## config.mk

```make
export PLATFORM = sky130hd
export DESIGN_NAME = div32_seq
export DESIGN_NICKNAME = d
export VERILOG_FILES = /design/src/rtl/div32_seq.sv
export SDC_FILE = /design/constraint.sdc
export NUM_CORES = 1
export LEC_CHECK = 0
export ABC_AREA = 1
export BUFFER_PORTS_ARGS = -buffer_cell sky130_fd_sc_hd__buf_4
export CAP_MARGIN = 0
export CELL_PAD_IN_SITES_DETAIL_PLACEMENT = 2
export CELL_PAD_IN_SITES_GLOBAL_PLACEMENT = 2
export CORE_UTILIZATION = 32
export CTS_BUF_LIST = sky130_fd_sc_hd__clkbuf_16
export DETAILED_ROUTE_END_ITERATION = 7
export PLACE_DENSITY_LB_ADDON = 0.2
export SLEW_MARGIN = 20
export SYNTH_ARGS = -nofsm -noshare
export SYNTH_HDL_FRONTEND = slang
export SYNTH_SLANG_ARGS = --single-unit
```

## constraint.sdc

```tcl
create_clock -name clk -period 2.4 [get_ports clk]
set_input_delay 0.24 -clock clk [delete_from_list [all_inputs] [get_ports clk]]
set_output_delay 0.24 -clock clk [all_outputs]
set_load 0.02 [all_outputs]
```

## src/rtl/div32_seq.sv

```systemverilog
// Sequential 32-bit restoring divider: one quotient bit per clock, start/done handshake.
// Define DIV32_SIGNED_EN for two's-complement operands (sign fix-up on the DONE-entry register).
module div32_seq (
  input  logic        clk,
  input  logic        rst,
  input  logic        start,
  input  logic [31:0] a,
  input  logic [31:0] b,
  output logic        busy,
  output logic        done,
  output logic        dz,
  output logic [31:0] quotient,
  output logic [31:0] remainder
);

  typedef enum logic [1:0] {ST_IDLE, ST_BUSY, ST_DONE} state_t;

  state_t      state_q, state_d;
  logic [4:0]  count_q, count_d;
  logic [31:0] divisor_q, divisor_d;
  logic [31:0] rem_q, rem_d;
  logic [31:0] quo_q, quo_d;
  logic [31:0] quotient_q, quotient_d;
  logic [31:0] remainder_q, remainder_d;
  logic        dz_q, dz_d;

  logic [32:0] r_shift, trial;
  logic [31:0] r_next, q_next;
  logic [31:0] mag_a, mag_b, res_q, res_r;

`ifdef DIV32_SIGNED_EN
  logic neg_q_q, neg_q_d, neg_r_q, neg_r_d;

  always_comb begin
    mag_a = a[31] ? (32'd0 - a) : a;
    mag_b = b[31] ? (32'd0 - b) : b;
    res_q = neg_q_q ? (32'd0 - q_next) : q_next;
    res_r = neg_r_q ? (32'd0 - r_next) : r_next;
  end
`else
  always_comb begin
    mag_a = a;
    mag_b = b;
    res_q = q_next;
    res_r = r_next;
  end
`endif

  always_comb begin
    // R is shifted into 33 bits so divisors above 2^31 never lose the carried-out bit
    r_shift = {rem_q, quo_q[31]};
    trial   = r_shift - {1'b0, divisor_q};
    if (!trial[32]) begin
      r_next = trial[31:0];
      q_next = {quo_q[30:0], 1'b1};
    end else begin
      r_next = r_shift[31:0];
      q_next = {quo_q[30:0], 1'b0};
    end
  end

  always_comb begin
    state_d     = state_q;
    count_d     = count_q;
    divisor_d   = divisor_q;
    rem_d       = rem_q;
    quo_d       = quo_q;
    quotient_d  = quotient_q;
    remainder_d = remainder_q;
    dz_d        = dz_q;
`ifdef DIV32_SIGNED_EN
    neg_q_d     = neg_q_q;
    neg_r_d     = neg_r_q;
`endif
    case (state_q)
      ST_IDLE: begin
        if (start) begin
          if (b == 32'd0) begin
            state_d     = ST_DONE;
            quotient_d  = 32'hFFFF_FFFF;
            remainder_d = a;
            dz_d        = 1'b1;
          end else begin
            state_d   = ST_BUSY;
            divisor_d = mag_b;
            quo_d     = mag_a;
            rem_d     = 32'd0;
            count_d   = 5'd0;
`ifdef DIV32_SIGNED_EN
            neg_q_d   = a[31] ^ b[31];
            neg_r_d   = a[31];
`endif
          end
        end
      end
      ST_BUSY: begin
        rem_d   = r_next;
        quo_d   = q_next;
        count_d = count_q + 5'd1;
        if (count_q == 5'd31) begin
          state_d     = ST_DONE;
          quotient_d  = res_q;
          remainder_d = res_r;
          dz_d        = 1'b0;
        end
      end
      ST_DONE: state_d = ST_IDLE;
      default: state_d = ST_IDLE;
    endcase
  end

  always_ff @(posedge clk) begin
    if (!rst) begin
      state_q     <= ST_IDLE;
      count_q     <= 5'd0;
      divisor_q   <= 32'd0;
      rem_q       <= 32'd0;
      quo_q       <= 32'd0;
      quotient_q  <= 32'd0;
      remainder_q <= 32'd0;
      dz_q        <= 1'b0;
`ifdef DIV32_SIGNED_EN
      neg_q_q     <= 1'b0;
      neg_r_q     <= 1'b0;
`endif
    end else begin
      state_q     <= state_d;
      count_q     <= count_d;
      divisor_q   <= divisor_d;
      rem_q       <= rem_d;
      quo_q       <= quo_d;
      quotient_q  <= quotient_d;
      remainder_q <= remainder_d;
      dz_q        <= dz_d;
`ifdef DIV32_SIGNED_EN
      neg_q_q     <= neg_q_d;
      neg_r_q     <= neg_r_d;
`endif
    end
  end

  assign busy      = (state_q == ST_BUSY);
  assign done      = (state_q == ST_DONE);
  assign dz        = dz_q;
  assign quotient  = quotient_q;
  assign remainder = remainder_q;

endmodule
```

==> summary.md, run 1 <==
| Metric | Value |
|---|---|
| Non-filler instance count after layout | about 2200 |
| Commonest register cell after synthesis | dfxtp_1 |
| Yosys warning total | 0 |
| Synth area leader | dfxtp_1 |
| PortBufs | 133 |
| ANT nets after route | 0 |
| Endpoints failing setup | 63 |
| Placed inst area | 12300 um^2 |
| CTS H-tree depth | 4 |
| Row cnt | 65 |
| Synthesized cell area | around 10000 um^2 |
| Remaining global-route overflow | 0 |
| Clock Skew | ~0.016 ns |
| Vias in the first global route | around 12000 |
| Die Wd | approximately 180 um |
| Maximum vdd drop | ~0.32 mV |
| Total Routed Length | between 40 and 50 mm |
| CTS tree | done |
| Die ar. | approximately 33000 um^2 |
| Crit Path Max Fanout | 4 |
| Final Cell Area | ~14000 um^2 |
| Hold EP | divisor_q[20] |
| Final min period | 2.53 ns |
| Failing checks | setup timing |
| CP Data Required Time | ~2.8 ns |
| CTS hold repair buffers | 0 |
| Post-Synthesis Cells | 1595 |
| ANT cells | 0 |
| Worst setup EP type | flop |
| Ports | approximately 130 |
| Inst Count DP | 2168 |
| Synth-to-Final Area Change | 32.7% |
| Layout cells sized above 1 | 27.9% |
| Antenna violations before repair | 0 |
| Max cap viols | 0 |
| Multi-input gate area | about 6400 um^2 |
| Via/cell ratio | 5.10 |
| Mapped Nets | 1697 |
| FFs w/ async S/R, synth | 0% |
| FMAX | approximately 400 MHz |
| Placeable Area | between 30000 and 40000 um^2 |
| Status | finished with violations |
| CTS Root Cell | clkbuf_16 |
| Final hold violations | 0 |
| Number of fill cells | between 3000 and 4000 |
| Tcrit/Tclk final | 105% |
| DRT iter0 DRCs | ~540 |
| Startpoint types | flop |
| Worst hold stages | 3 |
| Clk sinks | approximately 170 |
| Number of CTS-inserted buffers | 17 |
| DP Wirelength | ~31 mm |
| Max clock buf depth | 2 |
| Slew HR | between 50% and 60% |
| Post-synthesis sequential area ratio | between 30% and 40% |
| Hold Crit Start | b[20] |
| Setup slack after layout | -0.128 ns |
| Post-synth EDFFs | 0 |
| Avg Cell Area, Syn | about 6.6 um^2 |
| Largest net degree at the start of global routing | approximately 100 |
| Top cell type's share of synthesized area | around 32% |
| Nets@finish | around 1900 |
| Worst R2R End | remainder[28] |
| Yosys reg bits | 168 |
| Largest cells by area after synthesis | dfxtp_1 32%, nand2_1 15%, inv_1 10% |
| Reg2Reg Setup Slack | -0.13 ns |
| Die H | between 150 and 200 um |
| Worst slew pin tran | between 0.7 and 0.8 ns |
| CP Data Arrival Time | 2.90 ns |
| DRT Pass-1 Iters | 5 |
| Initial core utilization | between 30% and 40% |
| Global-route wire length before repair | 66.7 mm |
| Slew Limit Fails | 0 |
| R2R depth | 16 |
| GRT Util Overall | 26.1% |
| DR vias | 11300 |
| DRC | 0 |
| Worst-skew pair later-pin latency | between 0.4 and 0.5 ns |
| RSZ-0062 raised after global routing | yes |
| Synth unique cells | 38 |
| Leak | between 7 and 8 nW |
| CTS clk-pin slew, worst paths | roughly 0.080 ns |
| Reg-to-reg critical path startpoint | rem_q[14] |
| Class of the worst hold path | in -> reg |
| Seq. cell area | around 3400 um^2 |
| Setup CP Type | reg -> reg |
| P per Cell Area | roughly 560 nW/um^2 |
| GP Congestion | roughly 0.84 |
| WL/cell | 22.3 um |
worst max path at each step:
| stage | from | endpoint | slack, ns | cells after the start |
|---|---|---|---|---|
| 6_report | rem_q[14] | remainder[28] | -0.13 | 16 |
| 5_1_grt | divisor_q[31] | rem_q[29] | -0.23 | 15 |
| 4_1_cts | quo_q[31] | remainder[11] | -0.01 | 19 |
| 3_5_place_dp | rem_q[18] | rem_q[27] | -0.09 | 14 |
| 3_3_place_gp | b[31] | divisor_q[19] | -0.05 | 11 |
| 2_1_floorplan | quo_q[31] | remainder[31] | 0.26 | 19 |
layer usage:
metal / track usage (%) / part of all wire (%)
met1: 33.5 / 44
met2: 45.4 / 50
met3: 3.79 / 3.2
met4: 7.03 / 2.7
met5: 0 / 0
cell families after synthesis:
kind of cell               after synthesis  share of synthesized area, %
AOI/OAI and AO/OA                      157                          9.61
xor gates and xnor gates                15                          1.26
adders and majority gates               35                          4.26
buffers and inverters                  359                          14.6
DFF                                    168                          32.2
and+or+nand+nor                        861                          38.1
through the flow:
stage	hold WS, ns	setup slack, ns	util (%)	power [mW]	TNS, ns
3_5_place_dp	0.454	-0.0947	38.6	4.45	-0.546
4_1_cts	0.0633	-0.0126	41.1	7.63	-0.0216
3_3_place_gp	0.446	-0.0457	38.6	4.40	-0.0717
5_1_grt	0.0934	-0.235	43.5	8.09	-10.58
6_report	0.0669	-0.128	43.5	7.80	-3.60
2_1_floorplan	0.375	0.260	-	3.87	0
cells in the mapped netlist (9+ instances only):
| cell | count |
|---|---|
| ha_1 | 34 |
| nand2_1 | 431 |
| o211a_1 | 29 |
| nand4_1 | 11 |
| dfxtp_1 | 168 |
| nand3_1 | 128 |
| inv_2 | 11 |
| inv_1 | 279 |
| o21ai_0 | 40 |
| buf_4 | 9 |
| nand3_2 | 61 |
| nor3_1 | 9 |
| nand2_2 | 14 |
| clkbuf_1 | 38 |
| o22ai_1 | 30 |
| xor2_1 | 15 |
| nor2_1 | 181 |
| a21oi_1 | 51 |
worst max-delay path, cell delays in order (launching register included):
cell	delay (ns)
dfxtp_1	0.49
ha_4	0.28
nand2_1	0.11
inv_2	0.05
nand2_1	0.07
nand2_1	0.13
buf_4	0.18
nand2_1	0.06
nand2_1	0.09
a21oi_1	0.30
nand2_1	0.16
nand2_1	0.12
nand2_2	0.07
nand3_2	0.12
nand3_1	0.09
nand2_1	0.07
inv_1	0.04
layout by cell type, fill, tap and decap left out, types with 5 or more instances in the layout:
cell | synthesis | final
clkbuf_16 | 0 | 19
dfxtp_1 | 168 | 156
nand3_4 | 0 | 17
ha_2 | 0 | 6
dfxtp_2 | 0 | 11
nand3_1 | 128 | 79
nand3_2 | 61 | 93
buf_4 | 9 | 196
nand2_2 | 14 | 40
o211a_1 | 29 | 29
nor2_2 | 5 | 19
inv_1 | 279 | 274
nand2_4 | 4 | 5
and2_1 | 6 | 5
o22ai_1 | 30 | 30
inv_2 | 11 | 14
nor2_4 | 3 | 7
o21ai_0 | 40 | 40
nor3_1 | 9 | 6
nor2_1 | 181 | 163
ha_1 | 34 | 9
nand2_1 | 431 | 404
nand4_1 | 11 | 11
buf_12 | 4 | 15
ha_4 | 0 | 19
xor2_1 | 15 | 12
a21oi_1 | 51 | 48
timing repair:
action,in CTS,in global routing
setup buffers,1,6
pin swaps,10,29
setup endpoints to repair,65,66
cloned,0,2
resized for setup,37,145
state kept, by name, indices dropped and copies added, names as in the netlist:
name / cells
divisor_q: 32
quo_q: 32
quotient: 32
rem_q: 32
remainder: 32
count_q: 5
state_q: 2
dz: 1
report_power, final:
group	total, mW	leakage [nW]	internal, mW	switching (mW)
clock network	3.17	0.315	1.77	1.40
logic	1.67	5.65	0.567	1.10
registers	2.96	1.38	2.89	0.0705
total	7.80	7.34	5.23	2.57
area by class of cell:
class | instances | share of cell area (%)
timing repair buffer | 214 | 13.2
clock buffer | 17 | 3.07
sequential | 168 | 24.4
multi-input combinational | 1068 | 46.0
clock inverter | 15 | 1.57
tap | 435 | 3.92
inverter | 292 | 7.92
No activity file was read; power rests on OpenSTA's default activity.
==> run 2: changes to the inputs <==
--- a/config.mk
+++ b/config.mk
@@ -14,6 +14,7 @@
 export CTS_BUF_LIST = sky130_fd_sc_hd__clkbuf_16
 export DETAILED_ROUTE_END_ITERATION = 7
 export PLACE_DENSITY_LB_ADDON = 0.2
+export RECOVER_POWER = 50
 export SLEW_MARGIN = 20
 export SYNTH_ARGS = -nofsm -noshare
 export SYNTH_HDL_FRONTEND = slang
==> summary.md, run 2 (synthesis gave the netlist of run 1 again) <==
| Metric | Value |
|---|---|
| Most frequent cells in the layout | 405 x nand2_1, 274 x inv_1, 164 x nor2_1 (was 404 x nand2_1, 274 x inv_1, 196 x buf_4) |
| Number of CTS-inserted buffers | 17 (unchanged) |
| Global-route wire length before repair | 66.7 mm (unchanged) |
| DRT iter0 DRCs | 576 (was 538) |
| Die H | 183 um (unchanged) |
| Ports | 134 (unchanged) |
| Placeable Area | 31900 um^2 (unchanged) |
| Maximum vdd drop | 0.315 mV (about the same) |
| Initial core utilization | 32.8% (unchanged) |
| Failing checks | setup timing (unchanged) |
| Startpoint types | flop (unchanged) |
| WL/cell | 22.3 um (about the same) |
| Synth-to-Final Area Change | 29.8% (was 32.7%) |
| Setup slack after layout | -0.157 ns (was -0.128 ns) |
| CP Data Arrival Time | 2.93 ns (was 2.90 ns) |
| Setup CP Type | reg -> reg (unchanged) |
| CP Data Required Time | 2.77 ns (about the same) |
| Leak | 7.03 nW (was 7.34 nW) |
| Class of the worst hold path | in -> reg (unchanged) |
| Final min period | 2.56 ns (was 2.53 ns) |
| DR vias | 11200 (was 11300) |
| Max incr delay on CP | 0.49 ns (about the same) |
| Max cap viols | 0 (unchanged) |
| Number of fill cells | 3864 (was 3830) |
| CTS H-tree depth | 4 (unchanged) |
| Worst setup EP type | flop (unchanged) |
| Most frequent CP cell | nand2_1 (unchanged) |
| Antenna violations before repair | 0 (unchanged) |
| FMAX | 391 MHz (was 396 MHz) |
| Worst-skew pair later-pin latency | 0.47 ns (about the same) |
| Remaining global-route overflow | 0 (unchanged) |
| Slew HR | 51.6% (was 51.3%) |
| Post-layout util | 42.6% (was 43.5%) |
| Layout cells sized above 1 | 24.0% (was 27.9%) |
| Tcrit/Tclk final | 107% (was 105%) |
| DRT Pass-1 Iters | 4 (was 5) |
| CTS clk-pin slew, worst paths | 0.08 ns (about the same) |
| Status | finished with violations (unchanged) |
| Crit Path Max Fanout | 4 (unchanged) |
| CP max-delay cell | dfxtp_1 (unchanged) |
| ANT nets after route | 0 (unchanged) |
| Final Cell Area | 13600 um^2 (was 13900 um^2) |
| Worst slew pin tran | 0.726 ns (was 0.731 ns) |
| Multi-input gate area | 6370 um^2 (was 6380 um^2) |
| CTS tree | done (unchanged) |
| Pre-CTS WS | -0.0947 ns (unchanged) |
| DRC | 0 (unchanged) |
| RSZ-0062 raised after global routing | yes (unchanged) |
| Die Wd | 183 um (unchanged) |
| CTS hold repair buffers | 0 (unchanged) |
| PortBufs | 133 (unchanged) |
| Commonest non-fill, non-tap cell in the layout | nand2_1 (unchanged) |
| Via/cell ratio | 5.09 (was 5.10) |
| Slew Limit Fails | 0 (unchanged) |
| Endpoints failing setup | 68 (was 63) |
| Largest net degree at the start of global routing | 103 (unchanged) |
| Seq. cell area | 3380 um^2 (unchanged) |
| Nets@finish | 1863 (unchanged) |
| Max clock buf depth | 2 (unchanged) |
| Worst path cell trace | ha_4, nand2_1, inv_2, nand2_1, nand2_1, buf_4, nand2_1, nand2_1, a21oi_1, nand2_1, nand2_1, nand2_2, nand3_2, nand3_1, nand2_1, inv_1 (unchanged) |
| GRT Util Overall | 26.1% (unchanged) |
| Placed inst area | 12300 um^2 (unchanged) |
| P per Cell Area | 573 nW/um^2 (was 562 nW/um^2) |
| Clk sinks | 168 (unchanged) |
| GP Congestion | 0.844 (unchanged) |
| Final hold violations | 0 (unchanged) |
| CTS Root Cell | clkbuf_16 (unchanged) |
| DP Wirelength | 31.4 mm (unchanged) |
| Die ar. | 33400 um^2 (unchanged) |
| ANT cells | 0 (unchanged) |
| Total Routed Length | 49.2 mm (was 49.4 mm) |
| Setup TNS | -4.51 ns (was -3.60 ns) |
| Vias in the first global route | 11700 (unchanged) |
| Clock Skew | 0.0160 ns (was 0.0156 ns) |
| Total power | 7.78 mW (was 7.80 mW) |
| Row cnt | 65 (unchanged) |
## run 2: path summary, 6_finish.rpt
path,startpoint,end,slack (ns),depth (start not counted)
worst min register to register,divisor_q[7],divisor_q[7],0.47,2
worst max register to register,rem_q[14],remainder[28],-0.16,16
worst max-delay path,rem_q[14],remainder[28],-0.16,16
worst min-delay path,b[20],divisor_q[20],0.07,3
## run 2: per-layer routing
metal	track usage [%]	up-vias	wire, um
li1	-	5291	-
met1	33.5	5625	21500
met2	45.4	236	24800
met3	3.79	91	1590
met4	7.03	0	1400
met5	0	-	0
## run 2: area by class of cell
class / count / area share [%]
multi-input cells: 1068 / 47.0
clock buffers: 17 / 3.14
flip-flops and latches: 168 / 24.9
clock inverters: 15 / 1.60
well taps: 435 / 4.01
repair buffers: 214 / 11.3
inverters: 292 / 8.10
## run 2: per-stage QoR
step,hold slack [ns],cells
after floorplan,0.375,1595
after global placement,0.446,2168
after detailed placement,0.454,2168
after CTS,0.0633,2201
after global routing,0.0968,2209
final,0.0672,2209
## run 2: where the power goes
part | switching (mW) | internal, mW | leakage, nW | total [mW]
sequential | 0.0705 | 2.89 | 1.38 | 2.96
combinational | 1.10 | 0.551 | 5.34 | 1.65
clock | 1.40 | 1.77 | 0.315 | 3.17
total | 2.57 | 5.21 | 7.03 | 7.78
## run 2: what timing repair did
| item | CTS | global route |
|---|---|---|
| cloned | 0 | 2 |
| gates resized for setup | 37 | 145 |
| setup buffers | 1 | 6 |
| pin swaps | 10 | 29 |
| endpoints found under the setup margin | 65 | 66 |
## run 2: critical path, delay by kind of cell (launching register included)
family	cells	cell delay, ns
DFF	1	0.49
AOI/OAI and AO/OA	1	0.31
adders and majority gates	1	0.28
and+or+nand+nor	11	1.10
buffers and inverters	3	0.27
==> run 3: changes to the inputs <==
==> constraint.sdc (replaced) <==
create_clock -name clk -period 2.52 [get_ports clk]
set_input_delay 0.252 -clock clk [delete_from_list [all_inputs] [get_ports clk]]
set_output_delay 0.252 -clock clk [all_outputs]
set_load 0.02 [all_outputs]
==> summary.md, run 3 (synthesis gave the netlist of run 1 again) <==
| Metric | Value |
|---|---|
| Status | complete, no violations (was finished with violations) |
| Worst path cell trace | ha_2, nand2_1, nor2_1, nand2_1, inv_1, a21oi_4, buf_12, nand2_8, nand2_8, nand2_4, nand3_2, nand3_1, nand2_1, inv_1 (was ha_4, nand2_1, inv_2, nand2_1, nand2_1, buf_4, nand2_1, nand2_1, a21oi_1, nand2_1, nand2_1, nand2_2, nand3_2, nand3_1, nand2_1, inv_1) |
| Most frequent CP cell | nand2_1 (unchanged) |
| DP Wirelength | 29.5 mm (was 31.4 mm) |
| GP Congestion | 0.848 (was 0.844) |
| Placed inst area | 11800 um^2 (was 12300 um^2) |
| FMAX | 404 MHz (was 391 MHz) |
| Worst-skew pair later-pin latency | 0.45 ns (was 0.47 ns) |
| CP Data Required Time | 2.92 ns (was 2.77 ns) |
| Number of fill cells | 3954 (was 3864) |
| Row cnt | 65 (unchanged) |
| CTS Root Cell | clkbuf_16 (unchanged) |
| Max cap viols | 0 (unchanged) |
| Die ar. | 33400 um^2 (unchanged) |
| PortBufs | 133 (unchanged) |
| Clock Skew | 0.00949 ns (was 0.0160 ns) |
| Slew Limit Fails | 0 (unchanged) |
| Final min period | 2.47 ns (was 2.56 ns) |
| Antenna violations before repair | 0 (unchanged) |
| Max clock buf depth | 2 (unchanged) |
| Ports | 134 (unchanged) |
| RSZ-0062 raised after global routing | yes (unchanged) |
| Layout cells sized above 1 | 17.0% (was 24.0%) |
| DRT Pass-1 Iters | 4 (unchanged) |
| Via/cell ratio | 4.93 (was 5.09) |
| Final hold slack | 0.0938 ns (was 0.0672 ns) |
| Die Wd | 183 um (unchanged) |
| CTS tree | done (unchanged) |
| Startpoint types | flop (unchanged) |
| Synth-to-Final Area Change | 20.4% (was 29.8%) |
| Seq. cell area | 3380 um^2 (about the same) |
| Final hold violations | 0 (unchanged) |
| Remaining global-route overflow | 0 (unchanged) |
| Crit Path Max Fanout | 5 (was 4) |
| CP delay by family, top | simple AND/OR/NAND/NOR gates (unchanged) |
| WL/cell | 19.1 um (was 22.3 um) |
| Reg-to-reg critical path startpoint | rem_q[28] (was rem_q[14]) |
| Worst setup EP type | flop (unchanged) |
| Critical Path Start | rem_q[28] (was rem_q[14]) |
| ANT cells | 0 (unchanged) |
| Hold Crit Start | b[19] (was b[20]) |
| Leak | 6.54 nW (was 7.03 nW) |
| Maximum vdd drop | 0.395 mV (was 0.315 mV) |
| CP Data Arrival Time | 2.87 ns (was 2.93 ns) |
| Largest net degree at the start of global routing | 103 (unchanged) |
| ANT nets after route | 0 (unchanged) |
| DR vias | 10700 (was 11200) |
| Most frequent cells in the layout | 425 x nand2_1, 276 x inv_1, 179 x nor2_1 (was 405 x nand2_1, 274 x inv_1, 164 x nor2_1) |
| Clk sinks | 168 (unchanged) |
| Commonest non-fill, non-tap cell in the layout | nand2_1 (unchanged) |
| Worst slew pin tran | 0.624 ns (was 0.726 ns) |
| DRT iter0 DRCs | 341 (was 576) |
| Number of CTS-inserted buffers | 17 (unchanged) |
| Global-route wire length before repair | 63.1 mm (was 66.7 mm) |
| Total Routed Length | 41.3 mm (was 49.2 mm) |
| CP max-delay cell | ha_2 (was dfxtp_1) |
| P per Cell Area | 530 nW/um^2 (was 573 nW/um^2) |
| Multi-input gate area | 5940 um^2 (was 6370 um^2) |
| Vias in the first global route | 11400 (was 11700) |
| CTS H-tree depth | 4 (unchanged) |
| Placeable Area | 31900 um^2 (unchanged) |
| Final Cell Area | 12600 um^2 (was 13600 um^2) |
| CTS hold repair buffers | 0 (unchanged) |
| Tcrit/Tclk final | 98.1% (was 107%) |
| DRC | 0 (unchanged) |
| GRT Util Overall | 24.8% (was 26.1%) |
| Nets@finish | 1822 (was 1863) |
| Die H | 183 um (unchanged) |
| Class of the worst hold path | in -> reg (unchanged) |
| Setup TNS | 0 ns (was -4.51 ns) |
| CP bufs+invs | 3 (unchanged) |
| Endpoints failing setup | 0 (was 68) |
| Max incr delay on CP | 0.42 ns (was 0.49 ns) |
| Initial core utilization | 32.8% (unchanged) |
| Setup CP Type | reg -> reg (unchanged) |
| Slew HR | 58.4% (was 51.6%) |
| CTS clk-pin slew, worst paths | 0.07 ns (was 0.08 ns) |
[run 3: cell types whose count changed in the layout (fill, tap and decap cells not counted), sizes merged]
cell / change
buf: -45
bufinv: -4
clkbuf: -4
clkinv: -2
clkinvlp: +5
inv: +1
nand2: +8
[run 3: layout make-up]
cell class              instances  area share (%)
multi-input cells            1076            47.2
flip-flops and latches        168            26.9
inverters                     292            8.76
repair buffers                165            8.58
well taps                     435            4.32
clock buffers                  17            3.38
clock inverters                15           0.845
[run 3: worst register-to-register path, delay by kind of cell (launching register included)]
| family | cells | cell delay (ns) |
|---|---|---|
| simple gates | 9 | 1.23 |
| fa+ha+maj | 1 | 0.42 |
| flops | 1 | 0.38 |
| buf+inv | 3 | 0.34 |
| compound gates | 1 | 0.07 |
[run 3: metal layers]
| metal | part of all wire, % | vias to the layer above | track usage (%) |
|---|---|---|---|
| li1 | - | 5218 | - |
| met1 | 45 | 5224 | 31.4 |
| met2 | 48 | 179 | 42.2 |
| met3 | 4.9 | 60 | 4.96 |
| met4 | 2.3 | 0 | 7.39 |
| met5 | 0 | - | 0 |
[run 3: final timing paths]
kind | endpoint | slack (ns) | cells past startpoint
min reg2reg | divisor_q[25] | 0.47 | 2
max reg2reg | rem_q[15] | 0.05 | 14
min | divisor_q[19] | 0.09 | 3
max | rem_q[15] | 0.05 | 14
[run 3: through the flow]
step	instances	worst slack, ns	util (%)	total power, mW
floorplan	1595	0.380	-	3.68
global placement	2122	-0.0271	37.1	4.12
detailed placement	2122	-0.110	37.1	4.16
CTS	2165	0.0707	39.5	6.68
global route	2168	-0.0459	39.5	6.99
finish	2168	0.0471	39.5	6.67
[run 3: power by group]
part / switching (mW) / internal [mW] / leakage [nW]
combinational: 0.922 / 0.438 / 4.91
sequential: 0.0615 / 2.75 / 1.38
clock: 1.24 / 1.26 / 0.258
total: 2.22 / 4.45 / 6.54
[run 3: repair_timing]
action,CTS,global route
gates resized for setup,12,66
pin swaps,4,9
cloned,8,0
hold endpoints to repair,0,0
setup endpoints to repair,65,70
setup buffers,3,3
